--- src/rtl/noc_pkg.sv ---
`default_nettype none
// ============================================================================
// Module      : noc_pkg
// Description : Shared NoC definitions: flit width, flit type codes, the
//               port-requester FSM state encoding and flit-type helpers.
// Revision    : 1.0 - initial release
// ============================================================================
package noc_pkg;

    // Flit layout: type in the top two bits, 32-bit payload below
    localparam int FLIT_W = 34;

    typedef enum logic [1:0] {
        FT_BODY   = 2'b00,
        FT_HEAD   = 2'b01,
        FT_TAIL   = 2'b10,
        FT_SINGLE = 2'b11
    } flit_type_t;

    typedef enum logic [1:0] {
        ST_IDLE = 2'd0,
        ST_REQ  = 2'd1,
        ST_SEND = 2'd2
    } req_state_t;

    // A flit that may legally open a packet
    function automatic logic is_start(input logic [1:0] t);
        return (t == FT_HEAD) || (t == FT_SINGLE);
    endfunction

    // A flit that closes a packet
    function automatic logic is_end(input logic [1:0] t);
        return (t == FT_TAIL) || (t == FT_SINGLE);
    endfunction

endpackage
`default_nettype wire

--- src/rtl/flit_fifo.sv ---
`default_nettype none
// ============================================================================
// Module      : flit_fifo
// Description : Synchronous FIFO with show-ahead head (dout is the oldest
//               entry whenever !empty). Pointers carry one extra wrap bit so
//               full and empty are distinguished without a counter.
// Revision    : 1.0 - initial release
// ============================================================================
module flit_fifo #(
    parameter int WIDTH = 34,
    parameter int DEPTH = 4
) (
    input  logic             clk,
    input  logic             rst,
    input  logic             push,
    input  logic [WIDTH-1:0] din,
    input  logic             pop,
    output logic [WIDTH-1:0] dout,
    output logic             full,
    output logic             empty
);

    localparam int AW = $clog2(DEPTH);
    localparam logic [AW:0] c_PTR_ONE = {{AW{1'b0}}, 1'b1};

    logic [WIDTH-1:0] r_mem [DEPTH];
    logic [AW:0]      r_wr_ptr;
    logic [AW:0]      r_rd_ptr;
    logic             w_do_push;
    logic             w_do_pop;

    // Guard both ports so a stray request can never corrupt the pointers
    assign w_do_push = push && !full;
    assign w_do_pop  = pop && !empty;

    assign empty = (r_wr_ptr == r_rd_ptr);
    assign full  = (r_wr_ptr[AW] != r_rd_ptr[AW]) &&
                   (r_wr_ptr[AW-1:0] == r_rd_ptr[AW-1:0]);
    assign dout  = r_mem[r_rd_ptr[AW-1:0]];

    // Storage array: data only, no reset needed
    always_ff @(posedge clk) begin
        if (w_do_push) begin
            r_mem[r_wr_ptr[AW-1:0]] <= din;
        end
    end

    // Read/write pointers wrap naturally modulo 2*DEPTH
    always_ff @(posedge clk or posedge rst) begin
        if (rst) begin
            r_wr_ptr <= '0;
            r_rd_ptr <= '0;
        end else begin
            if (w_do_push) begin
                r_wr_ptr <= r_wr_ptr + c_PTR_ONE;
            end
            if (w_do_pop) begin
                r_rd_ptr <= r_rd_ptr + c_PTR_ONE;
            end
        end
    end

endmodule
`default_nettype wire

--- src/rtl/port_requester.sv ---
`default_nettype none
// ============================================================================
// Module      : port_requester
// Description : Input-port requester. Buffers flits, requests the output
//               port arbiter on a packet head, forwards one flit per granted
//               cycle until the packet tail, and discards flits that arrive
//               without a preceding head.
// Revision    : 1.0 - initial release
// ============================================================================
module port_requester
    import noc_pkg::*;
#(
    parameter int FLIT_W = noc_pkg::FLIT_W,
    parameter int DEPTH  = 4
) (
    input  logic              clk,
    input  logic              rst,
    input  logic              in_valid,
    input  logic [FLIT_W-1:0] in_flit,
    output logic              in_ready,
    output logic              req,
    input  logic              gnt,
    output logic              out_valid,
    output logic [FLIT_W-1:0] out_flit,
    output logic              drop_err
);

    req_state_t        r_state;
    logic              r_req;
    logic              r_out_valid;
    logic [FLIT_W-1:0] r_out_flit;
    logic              r_drop_err;

    logic [FLIT_W-1:0] w_head;
    logic [1:0]        w_head_type;
    logic              w_full;
    logic              w_empty;
    logic              w_push;
    logic              w_pop;
    logic              w_active;

    assign in_ready    = !w_full;
    assign w_push      = in_valid && !w_full;
    assign w_head_type = w_head[FLIT_W-1 -: 2];
    assign w_active    = (r_state == ST_REQ) || (r_state == ST_SEND);

    // Pop either to forward a granted flit or to discard an orphan body/tail
    assign w_pop = !w_empty &&
                   ((r_state == ST_IDLE && !is_start(w_head_type)) ||
                    (w_active && gnt));

    flit_fifo #(
        .WIDTH (FLIT_W),
        .DEPTH (DEPTH)
    ) u_fifo (
        .clk   (clk),
        .rst   (rst),
        .push  (w_push),
        .din   (in_flit),
        .pop   (w_pop),
        .dout  (w_head),
        .full  (w_full),
        .empty (w_empty)
    );

    // Packet FSM with registered req/out_valid/out_flit/drop_err
    always_ff @(posedge clk or posedge rst) begin
        if (rst) begin
            r_state     <= ST_IDLE;
            r_req       <= 1'b0;
            r_out_valid <= 1'b0;
            r_out_flit  <= '0;
            r_drop_err  <= 1'b0;
        end else begin
            r_out_valid <= 1'b0;
            r_drop_err  <= 1'b0;
            case (r_state)
                ST_IDLE: begin
                    if (!w_empty) begin
                        if (is_start(w_head_type)) begin
                            r_state <= ST_REQ;
                            r_req   <= 1'b1;
                        end else begin
                            r_drop_err <= 1'b1;
                        end
                    end
                end
                ST_REQ, ST_SEND: begin
                    if (gnt && !w_empty) begin
                        r_out_valid <= 1'b1;
                        r_out_flit  <= w_head;
                        if (is_end(w_head_type)) begin
                            r_state <= ST_IDLE;
                            r_req   <= 1'b0;
                        end else begin
                            r_state <= ST_SEND;
                        end
                    end
                end
                default: begin
                    r_state <= ST_IDLE;
                    r_req   <= 1'b0;
                end
            endcase
        end
    end

    assign req       = r_req;
    assign out_valid = r_out_valid;
    assign out_flit  = r_out_flit;
    assign drop_err  = r_drop_err;

endmodule
`default_nettype wire

--- config.mk ---
export PLATFORM = sky130hd
export DESIGN_NAME = port_requester
export DESIGN_NICKNAME = d
export VERILOG_FILES = /design/src/rtl/noc_pkg.sv /design/src/rtl/flit_fifo.sv /design/src/rtl/port_requester.sv
export SDC_FILE = /design/constraint.sdc
export NUM_CORES = 1
export LEC_CHECK = 0
export ABC_AREA = 1
export CELL_PAD_IN_SITES_DETAIL_PLACEMENT = 0
export CELL_PAD_IN_SITES_GLOBAL_PLACEMENT = 1
export CORE_AREA = 2 2 123 137
export CTS_CLUSTER_SIZE = 12
export DETAILED_ROUTE_END_ITERATION = 7
export DIE_AREA = 0 0 125 139
export HOLD_SLACK_MARGIN = 0.1
export PLACE_DENSITY = 0.79
export SYNTH_ARGS = -nofsm -noshare
export SYNTH_HDL_FRONTEND = slang
export SYNTH_SLANG_ARGS = --single-unit
--- constraint.sdc ---
create_clock -name clk -period 2.98 [get_ports clk]
set_input_delay 0.745 -clock clk [delete_from_list [all_inputs] [get_ports clk]]
set_output_delay 0.745 -clock clk [all_outputs]
set_load 0.03 [all_outputs]
==> After elaboration in Yosys (flattened, before gate mapping) <==
Memories as Yosys holds them, arrays and structs flattened.
Index checks and enable logic that the tools add are counted.
Widths: inputs -> output; s select.
{ "totals": {"n_memories": 1, "elab_cells": 59, "out_inout_bits": 38, "register_bits": 45, "ram_bits": 136, "input_bits": 38} }
{ "mem_list": {"columns": ["memory", "depth", "width", "rd", "rd_ports_with_merged_regs", "wr", "line", "source"], "rows": [
  ["u_fifo.r_mem", 4, 34, 1, 0, 1, "flit_fifo.sv:26", "logic [WIDTH-1:0] r_mem [DEPTH];"]
]} }
{ "op_classes": {"addsub": 2, "eq_ne": 12, "muxes": 17, "n_reduce_logical": 20} }
{ "ops": {"columns": ["operator", "count"], "rows": [
  ["$mux 1", 11],
  ["$logic_and 1x1->1", 8],
  ["$mux 2", 4],
  ["$add 3x1->3 const B", 2],
  ["$eq 2x2->1 const B", 3],
  ["$ne 2x2->1 const B", 3],
  ["$eq 2x1->1 const B", 2],
  ["$logic_or 1x1->1", 4],
  ["$pmux 2 s2", 1],
  ["$reduce_and 4->1", 1],
  ["$eq 3x3->1", 1],
  ["$logic_not 1->1", 3],
  ["$reduce_and 3->1", 1],
  ["$eq 2x2->1", 1],
  ["$logic_not 2->1", 1],
  ["$ne 2x1->1 const B", 1],
  ["$pmux 1 s2", 1],
  ["$reduce_and 2->1", 1],
  ["$reduce_or 2->1", 1],
  ["$ne 1x1->1", 1]
]} }

==> Longest topological paths before layout <==
An unclocked memory read counts as a cell.
{ "depth": {"ltp_word": 8, "mapped_depth": 11, "depth_no_buf": 10} }

==> Modules after synthesis <==
Synthesis repeated with hierarchy kept, for this count alone.
{ "unflattened": {"cells_unflattened": 566, "area_unflattened_um2": 7034.2} }
{ "by_module_without_submodules": {"columns": ["module", "area_each_um2", "cells_per_inst", "seq_area_each_um2", "instances"], "rows": [
  ["flit_fifo", 5499.0, 391, 4234.1, 1],
  ["port_requester", 1535.2, 175, 975.9, 1]
]} }

==> Worst setup path after synthesis <==
Ideal clock, no wire load.
{ "synth_path": {"kind": "reg2reg", "startpoint": "register u_fifo.r_rd_ptr[1]", "endpoint": "memory u_fifo.r_mem[0][0] (enable)", "stages_incl_launch_ff": 7, "setup_time_ns": 0.425, "slack_ns": 0.053, "t_arrival_ns": 2.502, "period_less_slack_ns": 2.927, "path_cell_list": "dfrtp_1 buf_4 nand2_1 nand2_4 nand4_2 nand2_2 nor2_1"} }
{ "synth_between": {"elab_chain_cells": 7} }
{ "synth_lines": {"columns": ["item", "line", "source"], "rows": [
  ["start, declared", "flit_fifo.sv:28", "logic [AW:0] r_rd_ptr;"],
  ["start signal, assigned", "flit_fifo.sv:58", "r_rd_ptr <= r_rd_ptr + c_PTR_ONE;"],
  ["$eq 2x2->1 *", "flit_fifo.sv:38", "(r_wr_ptr[AW-1:0] == r_rd_ptr[AW-1:0]);"],
  ["$logic_and 1x1->1 *", "flit_fifo.sv:37", "assign full = (r_wr_ptr[AW] != r_rd_ptr[AW]) &&"],
  ["$logic_not 1->1 *", null, null],
  ["net in_ready", "port_requester.sv:20", "output logic in_ready,"],
  ["$logic_and 1x1->1", "port_requester.sv:43", "assign w_push = in_valid && !w_full;"],
  ["$logic_and 1x1->1 *", "flit_fifo.sv:33", "assign w_do_push = push && !full;"],
  ["$mux 1 *", "flit_fifo.sv:43", "if (w_do_push) begin"],
  ["$mux 1 (not written as such) *", "flit_fifo.sv:44", "r_mem[r_wr_ptr[AW-1:0]] <= din;"],
  ["end, declared", "flit_fifo.sv:26", null]
]} }
Mark *: on every way through the listed nets, which the timed path passes. The rest lies on a longest branch.

==> Worst setup path after layout <==
{ "layout_path": {"startpoint": "register u_fifo.r_rd_ptr[0]", "endpoint": "output port in_ready"} }
{ "layout_between": {"elab_chain_cells": 3} }
{ "layout_lines": {"columns": ["item", "line", "source"], "rows": [
  ["$eq 2x2->1", "flit_fifo.sv:38", null],
  ["$logic_and 1x1->1", "flit_fifo.sv:37", null],
  ["$logic_not 1->1", "port_requester.sv:42", "assign in_ready = !w_full;"],
  ["end, declared", "port_requester.sv:20", null]
]} }
No other way between the ends.

==> summary.md <==
| Metric | Value |
|---|---|
| Yosys cell types | `29` |
| CTS buffer count | `17` |
| CP max stage delay | `730 ps` |
| Cells after Synth | `549` |
| Setup Crit Path Kind | `reg -> out` |
| Max-slew violation count | `0` |
| Clk_lat worst skew | `410 ps` |
| Worst path required time | `2240 ps` |
| Final setup viols | `0` |
| Worst Hold Class | `reg -> reg` |
| DRT Wirelength | `13.7 mm` |
| Register share of total power | `38.6%` |
| Synth top cells by count | `136 x edfxtp_1, 71 x nor2_1, 66 x o21ai_0` |
| CP startpoint kind | `flop` |
| Outcome | `finished clean` |
| Power per cell area | `1120 mW/mm2` |
| Yosys warning total | `0` |
| P_leak | `3.26 nW` |
| Aggregate global-route resource usage | `16.3%` |
| Top cells by area, synth | `edfxtp_1 57%, dfrtp_1 16%, nand2_2 5.2%` |
| Largest net degree at the start of global routing | `46` |
| ANT nets after route | `0` |
| CTS tree | `done` |
| CORE AREA | `0.0161 mm2` |
| Vias in the first global route | `4,312` |
| Final hold violations | `0` |
| Register area share after synthesis | `72.3%` |
| Pint | `6.11 mW` |
| H-tree Lvls | `4` |
| Clock Power Share | `22.6%` |
| Maxcap violations | `0` |
| Number of clock sinks | `181` |
| Ys async rst share | `24.9%` |
| Layout Nets | `672` |
| Initial Util | `44.9%` |
| Worst EP arrival | `1710 ps` |
| Top-count cell post-synth | `edfxtp_1` |
| Slew margin rel. | `58.7%` |
| CTS Root Buffer Type | `clkbuf_16` |
| GP Congestion | `0.772` |
| Vert. Die Dim | `139 um` |
| Post-CTS Setup Inserts | `0` |
| Congestion Overflow GR | `0` |
| Post-DP HPWL | `8.46 mm` |
| Switch Pwr | `3.69 mW` |
| Share of cells above drive strength 1 | `18.9%` |
| Synth top area share | `56.7%` |
| RSZ-0062 raised after global routing | `false` |
| Comb pwr share | `38.8%` |
| Final critical-path share of the clock period | `82.3%` |
| Seq cells post-synth | `181` |
| Drt wl/cell | `16.3 um` |
| Hold_ws | `484 ps` |
| Top FF cell, synth | `edfxtp_1` |
| Clock Path Buffers | `2` |
| Diode count | `0` |
| CP cell instances | `xnor2_4 > nand4_2 > buf_4` |
| CP Max Fanout | `29` |
| Clk slew on worst S/H paths | `70 ps` |
| Achievable Freq | `408 MHz` |
| First-pass GRT wire length | `22.1 mm` |
| Hold_buf cts | `0` |
| Crit-path slowest cell | `dfrtp_2` |
| Vias per cell | `5.08` |
| Initial DRC Count | `288` |
| Number of flops mapped to enable cells by yosys | `136` |
| Worst IR Drop VDD | `0.501 mV` |
| Post-Syn Area | `0.00720 mm2` |
| Syn_area_per_cell | `13.1 um2` |
| Top Ports | `76` |
| I/O Buffers | `75` |
| Full die area | `0.0174 mm2` |
| Sw Ratio | `37.7%` |
| Post-cts resize count | `0` |
| TNS Setup | `0 ps` |
| Cell row count | `49` |
| Worst Tran Pin Value | `619 ps` |
| Drt pass-1 iters | `4` |
| Layout area overhead | `21.6%` |
| Post-synth top area cell | `edfxtp_1` |
| Initial antenna violation count | `0` |
| Setup crit end kind | `output pin` |
| Syn Nets | `594` |
| Final Critical Period | `2450 ps` |
| Fin Clk Skew | `10.0 ps` |
| Total power | `9.80 mW` |
| Via total after detailed routing | `4,290` |
| Chip width | `125 um` |
| DRC viols | `0` |
-- path summary, 6_finish.rpt --
check | startpoint | slack [ps] | cells after the start | end
worst max-delay path | u_fifo.r_rd_ptr[0] | 530 | 3 | in_ready
worst min-delay path | out_flit[8] | 480 | 2 | out_flit[8]
worst max register to register | u_fifo.r_rd_ptr[0] | 770 | 5 | u_fifo.r_mem[2][23]
worst min register to register | out_flit[8] | 480 | 2 | out_flit[8]
max in group asynchronous | rst | 1710 | 3 | u_fifo.r_rd_ptr[0]
min in group asynchronous | rst | 820 | 3 | out_flit[12]
-- logic make-up after synthesis --
| logic type | share of synthesized area (%) |
|---|---|
| flops | 72.3 |
| buf+inv | 3.75 |
| simple gates | 13.9 |
| xor+xnor | 0.868 |
| compound gates | 7.90 |
| fa+ha+maj | 1.22 |
-- power groups by stage --
stage	registers (mW)	logic [mW]	clock network [mW]
3_3_place_gp	3.82	3.78	0
2_1_floorplan	4.22	2.33	0
3_5_place_dp	3.84	3.84	0
5_1_grt	3.86	4.19	2.38
6_report	3.79	3.80	2.21
4_1_cts	3.80	3.88	2.25
-- per-layer routing --
metal	track usage, %	share of wire [%]	vias to the layer above
met5	0	0	-
met1	21.1	44	2116
met3	3.28	4.3	4
met4	5.50	0.65	0
li1	-	-	2078
met2	27.5	51	92
-- layout make-up --
type	instances	area (um2)
clock buffers	20	457
clock inverters	12	143
fillers	1347	7300
inverters	15	66.3
multi-input cells	325	1750
flip-flops and latches	181	5210
well taps	204	255
repair buffers	87	876
-- stage by stage --
step	area [um2]	utilization [%]	cells	setup slack, ps
4_1_cts	8760	54.5	844	501
6_report	8760	54.5	844	526
2_1_floorplan	7200	-	549	53.0
5_1_grt	8760	54.5	844	427
3_5_place_dp	8160	50.8	812	557
3_3_place_gp	8160	50.8	812	587
-- flip-flops by register name, summed over array words and instances (netlist names) --
signal           flops
drop_err             1
out_flit            34
out_valid            1
r_state              2
req                  1
u_fifo.r_mem       136
u_fifo.r_rd_ptr      3
u_fifo.r_wr_ptr      3
-- placed cells by master (no fill, tap or decap), types with 3 or more instances in the layout --
cell             instances
buf_12                   3
buf_4                   10
clkbuf_16               17
clkdlybuf4s50_1         74
clkinv_4                 4
dfrtp_1                 44
edfxtp_1               136
ha_1                     7
inv_1                   11
inv_6                    3
nand2_1                 65
nand2_2                 60
nand3_1                  6
nor2_1                  68
nor2_4                   4
o21ai_0                 66
o22ai_1                 32
xor2_1                   4
-- critical path: cells and delay by family (launching register included) --
kind / cells / cell delay, ps
and+or+nand+nor: 1 / 140
DFF: 1 / 730
buffers and inverters: 1 / 200
xor gates and xnor gates: 1 / 210
(Power assumes the default switching activity.)
==> edit 1, RTL diff (same settings) <==
`DEPTH` is set to 4 in 2 places; all go to 2.
--- a/src/rtl/flit_fifo.sv
+++ b/src/rtl/flit_fifo.sv
@@ -8,7 +8,7 @@
 // ============================================================================
 module flit_fifo #(
     parameter int WIDTH = 34,
-    parameter int DEPTH = 4
+    parameter int DEPTH = 2
 ) (
     input  logic             clk,
     input  logic             rst,
--- a/src/rtl/port_requester.sv
+++ b/src/rtl/port_requester.sv
@@ -11,7 +11,7 @@
     import noc_pkg::*;
 #(
     parameter int FLIT_W = noc_pkg::FLIT_W,
-    parameter int DEPTH  = 4
+    parameter int DEPTH  = 2
 ) (
     input  logic              clk,
     input  logic              rst,
Function: changed (a bounded check fails within 4 cycles, from zero or initial values and one cycle with rst high).
==> edit 1 against the original RTL <==
Clock power decreased by 46%. Final area decreased by 37%. Synthesized area fell by 40%. Sequential cell count decreased by 70. Total power down 37%. Setup slack worse by 110 ps. Critical path type unchanged. Routed wire length fell by 33%. Worst hold slack worse by 5.7 ps.
==> edit 1: results (changes against the original RTL) <==
setup_path:
  critical_path.top_delay_family: "buffers and inverters"  # was flip-flops
  crit_path_max_fanout: 36  # was 29
  timing.critical_path.arrival_ps: 1820  # was 1710 ps
  max_stage_delay_ps: 400  # was 730 ps
  regToRegSetupSlack_ps: 860  # was 770 ps
  ff2ff_path_depth: 9  # was 5
  worst_r2r_endpoint: "out_flit[13]$_DFFE_PP0P_"  # was u_fifo.r_mem[2][23]$_DFFE_PP_
  critPathSlowestCell: "sky130_fd_sc_hd__dfrtp_1"  # was sky130_fd_sc_hd__dfrtp_2
pwr:
  max-vdd-ir-drop_mv: 0.362  # was 0.501 mV
  p_leak_uw: 0.00237  # was 0.00326 µW
  internal-power_uw: 3720  # was 6110 µW
grt:
  grtUsageTotal: 0.109  # was 0.163
  grt_pass1_wl_mm: 14.7  # was 22.1 mm
  vias_in_the_first_global_route: 2851  # was 4312
min_path:
  holdCritStartpoint: "req$_DFFE_PP0P_"  # was out_flit[8]$_DFFE_PP0P_
  hold-path-endpoint: "req$_DFFE_PP0P_"  # was out_flit[8]$_DFFE_PP0P_
status:
  result_of_the_run: "completed"  # unchanged
clocking:
  clk-insertion-delay-late_ps: 350  # was 410 ps
  cts_made_buffers: 9  # was 17
  htree_depth: 3  # was 4
routing:
  avgRoutedWirePerCell_um: 13.7  # was 16.3 µm
logic_synthesis:
  synth_fp_nets: 423  # was 594
  yosys.cell_types.count: 21  # was 29
  synth.top_cells.by_area: "sky130_fd_sc_hd__edfxtp_1, sky130_fd_sc_hd__dfrtp_1, sky130_fd_sc_hd__nand2_1, sky130_fd_sc_hd__o21ai_0, sky130_fd_sc_hd__clkbuf_1"  # was sky130_fd_sc_hd__edfxtp_1, sky130_fd_sc_hd__dfrtp_1, sky130_fd_sc_hd__nand2_2, sky130_fd_sc_hd__o21ai_0, sky130_fd_sc_hd__nor2_1
  seq_area_frac_synth: 0.727  # was 0.723
  async_reset_ff_frac: 0.387  # was 0.249
place:
  hpwl_mm: 6.38  # was 8.46 mm
  gp_routability_congestion: 0.724  # was 0.772
sta:
  finClkSkew_ps: 6.70  # was 10.0 ps
  max_slew_margin: 0.380  # was 0.587
layout:
  fraction_of_layout_cells_with_a_size_suffix_above_1: 0.0667  # was 0.189
-- edit 1: through the flow --
stage	setup WS, ps	hold slack, ps	power (µW)	instance area [µm²]	cells
after global placement	710	455	4970	5260	653
final	413	479	6160	5560	669
after floorplan	16.5	442	4100	4290	384
after CTS	397	486	6260	5560	669
after detailed placement	691	469	5060	5260	653
after global routing	307	524	6600	5560	669
-- edit 1: worst max path at each step --
stage	start	to	slack [ps]	depth (start not counted)
4_1_cts	u_fifo.r_rd_ptr[0]$_DFFE_PP0P_	in_ready	400	6
5_1_grt	u_fifo.r_rd_ptr[0]$_DFFE_PP0P_	in_ready	310	6
3_3_place_gp	gnt	out_flit[32]$_DFFE_PP0P_	710	5
2_1_floorplan	u_fifo.r_rd_ptr[0]$_DFFE_PP0P_	u_fifo.r_mem[0][0]$_DFFE_PP_	20	6
6_report	u_fifo.r_rd_ptr[0]$_DFFE_PP0P_	in_ready	410	6
3_5_place_dp	gnt	out_flit[33]$_DFFE_PP0P_	690	5
-- edit 1: tightest hold or removal path, cell delays in order (launching register included) --
cell                      delay (ps)
sky130_fd_sc_hd__dfrtp_1         350
sky130_fd_sc_hd__nand2_1          50
sky130_fd_sc_hd__nand2_1          50
-- edit 1: cell families after synthesis --
| kind of cell | Yosys count | synth area share |
|---|---|---|
| xor+xnor | 2 | 0.00409 |
| flops | 111 | 0.727 |
| buf+inv | 27 | 0.0312 |
| fa+ha+maj | 1 | 0.00292 |
| simple gates | 207 | 0.193 |
| compound gates | 36 | 0.0420 |
-- edit 1: routing by layer --
metal	GRT usage	wire length, µm
met3	0.0266	308
met5	0	0
met4	0.0474	211
met1	0.120	3730
met2	0.197	4890
-- edit 1: power by group through the flow --
stage                     Sequential (µW)  Clock, µW  Combinational [µW]
after floorplan                      2840          0                1260
after CTS                            2440       1220                2600
after detailed placement             2470          0                2590
after global placement               2470          0                2510
final                                2420       1190                2550
after global routing                 2470       1290                2830
-- edit 1: area by class of cell --
cell class	instances	area, µm²
Fill cell	1615	10500
Sequential cell	111	3120
Timing Repair Buffer	81	793
Inverter	11	43.8
Multi-Input combinational cell	246	1050
Tap cell	204	255
Clock buffer	11	243
Clock inverter	5	56.3
==> edit 2, RTL diff (same settings) <==
Made on the original files. The 3 states of `req_state_t` get a one-hot encoding in 3 bits.
--- a/src/rtl/noc_pkg.sv
+++ b/src/rtl/noc_pkg.sv
@@ -17,10 +17,10 @@
         FT_SINGLE = 2'b11
     } flit_type_t;
 
-    typedef enum logic [1:0] {
-        ST_IDLE = 2'd0,
-        ST_REQ  = 2'd1,
-        ST_SEND = 2'd2
+    typedef enum logic [2:0] {
+        ST_IDLE = 3'b001,
+        ST_REQ  = 3'b010,
+        ST_SEND = 3'b100
     } req_state_t;
 
     // A flit that may legally open a packet
Function: same outputs for any inputs over 4 cycles, from zero or initial values and one cycle with rst high; so few cycles prove little.
==> edit 2 against the original RTL <==
Setup slack worse by 280 ps. Register-to-register slack improved by 190 ps. Sequential cell count rose by 1. Total power shrank 7.0%. Count of clock-buffer cells in the layout unchanged. Final cell count increased by 1.2%. Fmax decreased by 10%. Final area decreased by 2.0%. Non-clock buffer count up 3. Synthesized area decreased by 3.5%. Routed wire length up 3.6%.
==> edit 2: results (changes against the original RTL) <==
status:
  result_of_the_run: "completed"  # unchanged
logic_synthesis:
  synth_common_cells: "sky130_fd_sc_hd__edfxtp_1, sky130_fd_sc_hd__nand2_1, sky130_fd_sc_hd__nor2_1, sky130_fd_sc_hd__o21ai_0, sky130_fd_sc_hd__dfrtp_1"  # was sky130_fd_sc_hd__edfxtp_1, sky130_fd_sc_hd__nor2_1, sky130_fd_sc_hd__o21ai_0, sky130_fd_sc_hd__nand2_1, sky130_fd_sc_hd__nand2_2
  synth_fp_nets: 598  # was 594
  async_reset_ff_frac: 0.253  # was 0.249
  synth.top_cells.by_area: "sky130_fd_sc_hd__edfxtp_1, sky130_fd_sc_hd__dfrtp_1, sky130_fd_sc_hd__nand2_1, sky130_fd_sc_hd__o21ai_0, sky130_fd_sc_hd__nor2_1"  # was sky130_fd_sc_hd__edfxtp_1, sky130_fd_sc_hd__dfrtp_1, sky130_fd_sc_hd__nand2_2, sky130_fd_sc_hd__o21ai_0, sky130_fd_sc_hd__nor2_1
  postSynthRegisterBits: 182  # was 181
pwr:
  switching_power_uw: 3300  # was 3690 µW
  max-vdd-ir-drop_mv: 0.513  # was 0.501 mV
  pwr-share-comb: 0.350  # was 0.388
  p_leak_uw: 0.00328  # was 0.00326 µW
  power_frac_seq: 0.409  # was 0.386
  power.combinational.total_uw: 3190  # was 3800 µW
grt:
  grt_pass1_wl_mm: 22.6  # was 22.1 mm
  grtUsageMet3: 0.0382  # was 0.0328
  globalRouteMet1Util: 0.206  # was 0.211
  vias_in_the_first_global_route: 4448  # was 4312
  grtUsageTotal: 0.169  # was 0.163
  largest_net_degree_at_the_start_of_global_routing: 70  # was 46
layout:
  fillers: 1379  # was 1347
  multi_input_gates: 331  # was 325
  fraction_of_layout_cells_with_a_size_suffix_above_1: 0.0954  # was 0.189
  layout.area.seq_um2: 5240  # was 5210 µm²
  buffer_area_frac: 0.102  # was 0.100
  finalNetCount: 680  # was 672
  layout.clock.cell_area_share: 0.0692  # was 0.0684
  buffers: 90  # was 87
routing:
  avgViaCountPerCell: 5.12  # was 5.08
  met3WireLength_um: 796  # was 597 µm
  routed_wl_mm: 14.2  # was 13.7 mm
  met1Wirelength_mm: 5.90  # was 6.02 mm
place:
  hpwl_mm: 8.48  # was 8.46 mm
setup_path:
  crit_path_max_fanout: 4  # was 29
  timing.critical_path.arrival_ps: 1990  # was 1710 ps
clocking:
  clk-insertion-delay-late_ps: 430  # was 410 ps
==> edit 2: path summary, 6_finish.rpt <==
path,from,end,cells past startpoint
worst min register to register,out_flit[11]$_DFFE_PP0P_,out_flit[11]$_DFFE_PP0P_,2
min in group asynchronous,rst,u_fifo.r_wr_ptr[0]$_DFFE_PP0P_,2
max in group asynchronous,rst,r_state[0]$_DFFE_PP1P_,3
worst min-delay path,out_flit[11]$_DFFE_PP0P_,out_flit[11]$_DFFE_PP0P_,2
worst max-delay path,u_fifo.r_wr_ptr[0]$_DFFE_PP0P_,in_ready,5
worst max register to register,u_fifo.r_rd_ptr[1]$_DFFE_PP0P_,out_flit[27]$_DFFE_PP0P_,7
==> edit 2: metrics by stage <==
stage	cell area, µm²	setup slack [ps]	hold slack, ps	std cells
4_1_cts	8580	233	480	854
3_3_place_gp	7990	645	456	822
3_5_place_dp	7990	643	463	822
6_report	8580	247	474	854
2_1_floorplan	6950	-68.8	463	555
5_1_grt	8580	164	502	854
==> edit 2: critical path, stage by stage (launching register included) <==
cell and delay [ps]:
sky130_fd_sc_hd__dfrtp_1 430, sky130_fd_sc_hd__inv_1 120, sky130_fd_sc_hd__nand2_1 100, sky130_fd_sc_hd__nand2_2 80, sky130_fd_sc_hd__nand4_1 140, sky130_fd_sc_hd__clkdlybuf4s50_1 690
==> edit 2: kinds of logic (layout without fill, tap and decap cells) <==
logic type | Yosys count | after routing | share of synthesized area
and+or+nand+nor | 218 | 218 | 0.124
xor gates and xnor gates | 5 | 5 | 0.00738
adders and majority gates | 5 | 5 | 0.00900
AOI/OAI and AO/OA | 103 | 103 | 0.0805
buffers and inverters | 42 | 137 | 0.0257
DFF | 182 | 182 | 0.754
